===== src/rtl/bt_cmd_receiver.sv =====
// UART 8N1 receiver and motion-command decoder for the Bluetooth serial line.
// Accepts codes CMD_MIN..CMD_MAX into cmd and falls back to CMD_STOP when the link goes quiet.
module bt_cmd_receiver #(
    parameter int unsigned CLKS_PER_BIT   = 10417,
    parameter int unsigned TIMEOUT_CYCLES = 50000000,
    parameter logic [7:0]  CMD_MIN        = 8'd10,
    parameter logic [7:0]  CMD_MAX        = 8'd20,
    parameter logic [7:0]  CMD_STOP       = 8'd10
) (
    input  logic       clk,
    input  logic       rst,
    input  logic       rx,
    output logic [7:0] cmd,
    output logic       cmd_valid,
    output logic [7:0] rx_byte,
    output logic       bad_cmd,
    output logic       frame_err,
    output logic       busy
);

    localparam int unsigned      BcntW       = $clog2(CLKS_PER_BIT);
    localparam logic [BcntW-1:0] BitLast     = BcntW'(CLKS_PER_BIT - 1);
    localparam logic [BcntW-1:0] HalfLast    = BcntW'(CLKS_PER_BIT / 2 - 1);
    localparam logic [31:0]      TimeoutLast = 32'(TIMEOUT_CYCLES - 1);
    localparam bit               TimeoutEn   = (TIMEOUT_CYCLES != 0);

    typedef enum logic [2:0] {
        StIdle,
        StStart,
        StData,
        StStop,
        StWaitIdle
    } state_e;

    state_e           state_q, state_d;
    logic             rx_meta_q, rx_s_q;
    logic [BcntW-1:0] bcnt_q, bcnt_d;
    logic [2:0]       bidx_q, bidx_d;
    logic [7:0]       shift_q, shift_d;
    logic [7:0]       rx_byte_q;
    logic [7:0]       cmd_q;
    logic [31:0]      tcnt_q;
    logic             cmd_valid_q, bad_cmd_q, frame_err_q;

    logic bit_end, stop_sample, good_stop, in_range;
    logic byte_ok, byte_bad, frame_bad, timeout_hit;

    assign bit_end = (bcnt_q == BitLast);

    always_ff @(posedge clk) begin
        if (rst) begin
            state_q <= StIdle;
        end else begin
            state_q <= state_d;
        end
    end

    always_comb begin
        state_d = state_q;
        unique case (state_q)
            StIdle:     if (!rx_s_q) state_d = StStart;
            StStart:    if (bcnt_q == HalfLast) state_d = rx_s_q ? StIdle : StData;
            StData:     if (bit_end && bidx_q == 3'd7) state_d = StStop;
            StStop:     if (bit_end) state_d = rx_s_q ? StIdle : StWaitIdle;
            StWaitIdle: if (rx_s_q) state_d = StIdle;
            default:    state_d = StIdle;
        endcase
    end

    always_comb begin
        bcnt_d      = bcnt_q + 1'b1;
        bidx_d      = bidx_q;
        shift_d     = shift_q;
        stop_sample = 1'b0;
        busy        = (state_q != StIdle);
        unique case (state_q)
            StIdle, StWaitIdle: bcnt_d = '0;
            StStart: begin
                if (bcnt_q == HalfLast) begin
                    bcnt_d = '0;
                    bidx_d = '0;
                end
            end
            StData: begin
                // LSB first: after eight right-shifts bit 0 lands in shift[0]
                if (bit_end) begin
                    bcnt_d  = '0;
                    shift_d = {rx_s_q, shift_q[7:1]};
                    bidx_d  = bidx_q + 3'd1;
                end
            end
            StStop: begin
                if (bit_end) begin
                    bcnt_d      = '0;
                    stop_sample = 1'b1;
                end
            end
            default: bcnt_d = '0;
        endcase
    end

    assign good_stop   = stop_sample && rx_s_q;
    assign frame_bad   = stop_sample && !rx_s_q;
    assign in_range    = (shift_q >= CMD_MIN) && (shift_q <= CMD_MAX);
    assign byte_ok     = good_stop && in_range;
    assign byte_bad    = good_stop && !in_range;
    assign timeout_hit = TimeoutEn && (cmd_q != CMD_STOP) && (tcnt_q == TimeoutLast);

    always_ff @(posedge clk) begin
        if (rst) begin
            rx_meta_q   <= 1'b1;
            rx_s_q      <= 1'b1;
            bcnt_q      <= '0;
            bidx_q      <= '0;
            shift_q     <= '0;
            rx_byte_q   <= '0;
            cmd_q       <= CMD_STOP;
            tcnt_q      <= '0;
            cmd_valid_q <= 1'b0;
            bad_cmd_q   <= 1'b0;
            frame_err_q <= 1'b0;
        end else begin
            rx_meta_q   <= rx;
            rx_s_q      <= rx_meta_q;
            bcnt_q      <= bcnt_d;
            bidx_q      <= bidx_d;
            shift_q     <= shift_d;
            cmd_valid_q <= byte_ok || timeout_hit;
            bad_cmd_q   <= byte_bad;
            frame_err_q <= frame_bad;
            if (good_stop) rx_byte_q <= shift_q;
            // A valid byte takes priority over a coincident timeout
            if (byte_ok) begin
                cmd_q  <= shift_q;
                tcnt_q <= '0;
            end else if (timeout_hit) begin
                cmd_q  <= CMD_STOP;
                tcnt_q <= '0;
            end else if (cmd_q == CMD_STOP || !TimeoutEn) begin
                tcnt_q <= '0;
            end else begin
                tcnt_q <= tcnt_q + 32'd1;
            end
        end
    end

    assign cmd       = cmd_q;
    assign cmd_valid = cmd_valid_q;
    assign rx_byte   = rx_byte_q;
    assign bad_cmd   = bad_cmd_q;
    assign frame_err = frame_err_q;

endmodule


===== config.mk =====
export PLATFORM = sky130hd
export DESIGN_NAME = bt_cmd_receiver
export DESIGN_NICKNAME = d
export VERILOG_FILES = /design/src/rtl/bt_cmd_receiver.sv
export SDC_FILE = /design/constraint.sdc
export NUM_CORES = 1
export LEC_CHECK = 0
export CORE_MARGIN = 2
export CORE_UTILIZATION = 50
export CTS_CLUSTER_SIZE = 20
export DETAILED_ROUTE_END_ITERATION = 10
export HOLD_SLACK_MARGIN = 0.02
export PLACE_DENSITY_LB_ADDON = 0.05
export SLEW_MARGIN = 10
export SYNTH_ARGS = -nofsm -noshare
export SYNTH_HDL_FRONTEND = slang
export SYNTH_SLANG_ARGS = --single-unit

===== constraint.sdc =====
create_clock -name clk -period 1.94 [get_ports clk]
set_input_delay 0.291 -clock clk [delete_from_list [all_inputs] [get_ports clk]]
set_output_delay 0.291 -clock clk [all_outputs]
set_load 0.01 [all_outputs]

==> metrics.yaml <==
grt:
  antenna_found_initial: 0
  grt_max_degree: 33
  grt_usage: 0.182
  grt_pass1_vias: 2473
  grt_pass1_wl_um: 11000
  grt-ovfl-total: 0
place:
  pre_cts_ws_ns: 0.0479
  dp_cells: 485
  gp_congestion: 0.812
  port_buffers: 22
  hpwl_um: 4410
floorplanning:
  core_sq_um: 6760
  design.die.area_sq_um: 7620
  num_rows: 30
  io_pins: 23
  initial_core_util: 0.513
  die_w_um: 87.3
  die_h_um: 87.3
worst_setup_path:
  r2r_start: "bcnt_q[8]$_SDFF_PP0_"
  r2r_setup_slack_ns: 0.14
  worstSetupEndpointType: "flop"
  reg2reg_depth: 5
  crit_required_ns: 2.22
  cp-endpoint: "bidx_q[0]$_SDFFE_PP0P_"
  startpoint: "bcnt_q[8]$_SDFF_PP0_"
  crit_fanout: 4
  arrival_ns: 2.07
  critPathKind: "reg2reg"
  rr_endpoint: "bidx_q[0]$_SDFFE_PP0P_"
  critPathLaunchType: "flop"
worst_hold_path:
  hold_class: "reg2reg"
clock_tree:
  cts_sinks: 81
  cts_max_path_buffers: 2
  clock_latency_ns: 0.35
  cts_root_buf: "clkbuf_8"
  cts_setup_buffers: 0
  numCtsBuffers: 9
  cts_tree: "done"
  cts.htree.levels: 3
  clkSlewWorstSetupHoldPaths_ns: 0.09
drt:
  top_layer: "met4"
  vias_per_cell: 5.18
  routed-wl-met3_um: 172
  dr_wl_met2_um: 3010
  wl_met1_um: 3030
  drt_iter0_markers: 66
  wl_per_cell_um: 12.5
  ant_nets: 0
  via_count: 2594
  wirelength_um: 6260
  drc_errors: 0
  first_pass_iters: 4
logic_synthesis:
  netlist_area_sq_um: 3470
  syn_inst: 372
  synth_area_per_cell_sq_um: 9.32
  synth_edf_count: 0
  ys_types: 42
  synthFlopType: "dfxtp_1"
  yosysTopAreaCell: "dfxtp_1"
  synth-seq-area-share: 0.468
  netlist.area_leader.share: 0.468
  synth-seq-cells: 81
  async_reset_ff_frac: 0
  syn_nets: 380
  synth_area_leaders: "dfxtp_1, nor2_1, xor2_1, mux2i_1, nand3_1"
  yosysWarningCount: 0
timing:
  fin_crit_ns: 1.80
  fin_crit_sh: 0.928
  finClkSkew_ns: 0.0125
  fmax_mhz: 556
  tns_ns: 0
  drv_slew: 0
  worst_pin_slew_ns: 0.557
  setup_viol_count_final: 0
  layout_setup_ws_ns: 0.140
  timing.slew.headroom: 0.624
  final_hold_viol_count: 0
pwr:
  total_power_w: 0.00299
  p_per_area_nw_per_um2: 716
  vdd_ir_drop_max_uv: 568
  p_leak_nw: 1.61
job:
  cap_violations: 0
outcome:
  outcome: "finished, final reports clean"
final_layout:
  multi_input_area_sq_um: 1780
  layout_commonest_cell: "dfxtp_1"
  seqCellArea_sq_um: 1620
  num-fill-cells: 585
  final_util: 0.618
  final_cell_mix: "dfxtp_1, nor2_1, xor2_1, nand3_1, clkdlybuf4s50_1"
  stdcell_count: 501
  num_antenna_cells: 0
  area_growth_pct: 20.4
  final_nets: 424
  drive_gt1_frac: 0.121
## per-layer routing
metal | vias to the layer above | track usage
met2 | 31 | 0.287
met1 | 1192 | 0.238
li1 | 1367 | -
met5 | - | 0
met4 | 0 | 0.0629
met3 | 4 | 0.0569
## final cells by class
| type | instances | area share |
|---|---|---|
| Tap cell | 80 | 0.0240 |
| Sequential cell | 81 | 0.389 |
| Timing Repair Buffer | 45 | 0.104 |
| Inverter | 8 | 0.00720 |
| Clock buffer | 9 | 0.0297 |
| Multi-Input combinational cell | 271 | 0.427 |
| Clock inverter | 7 | 0.0201 |
## registers in the layout, summed over array words and instances, names as in the netlist
signal     flops
state_q        3
rx_meta_q      1
cmd            8
bad_cmd        1
rx_s_q         1
rx_byte        8
bidx_q         3
shift_q        8
bcnt_q        14
frame_err      1
tcnt_q        32
cmd_valid      1
## cells by family (layout without fill, tap and decap cells)
group,Yosys count,in the layout,share of synthesized area
AOI/OAI and AO/OA,19,19,0.0426
xor gates and xnor gates,42,42,0.106
adders and majority gates,5,5,0.0180
buffers and inverters,20,69,0.0271
DFF,81,81,0.468
muxes,19,19,0.0549
and+or+nand+nor,186,186,0.284
## power by group
group,internal [W],switching (W)
Combinational,0.0000272,0.0000282
Clock,0.000619,0.000642
Sequential,0.00167,0.00000459
## how the worst min path moves through the flow
stage	slack [ns]	cells past startpoint	startpoint	end
detailed placement	0.41	1	rx_meta_q$_SDFF_PP1_	rx_s_q$_SDFF_PP1_
CTS	0.44	1	rx_meta_q$_SDFF_PP1_	rx_s_q$_SDFF_PP1_
finish	0.44	1	rx_meta_q$_SDFF_PP1_	rx_s_q$_SDFF_PP1_
global placement	0.39	1	rx_meta_q$_SDFF_PP1_	rx_s_q$_SDFF_PP1_
global route	0.47	1	rx_meta_q$_SDFF_PP1_	rx_s_q$_SDFF_PP1_
floorplan	0.39	1	rx_meta_q$_SDFF_PP1_	rx_s_q$_SDFF_PP1_
## synthesized netlist by cell type, types with 6 or more instances
cell and instances:
nand3_1 22, and3_1 13, nand2_1 20, nand4_1 11
xor2_1 30, xnor2_1 12, dfxtp_1 81, inv_1 8
nand2b_1 6, mux2i_1 19, buf_2 6, nor2_1 73
and4_1 6
## timing repair
action                     in CTS  in global routing
hold buffers                    0                  0
gates resized for setup         0                  7
setup endpoints to repair       0                 65
## worst max-delay path: stages, from the launching register on
cell	delay [ns]
dfxtp_1	0.35
nor4b_2	0.30
nor4bb_1	0.33
a41o_1	0.29
a21boi_4	0.25
mux2i_1	0.21
## metrics by stage
step | instance area [sq um] | hold slack, ns
after global routing | 4170 | 0.465
after floorplan | 3470 | 0.389
after global placement | 3930 | 0.392
after CTS | 4140 | 0.442
after detailed placement | 3930 | 0.414
final | 4170 | 0.439
Note: power is estimated with default switching activity, not from simulation.
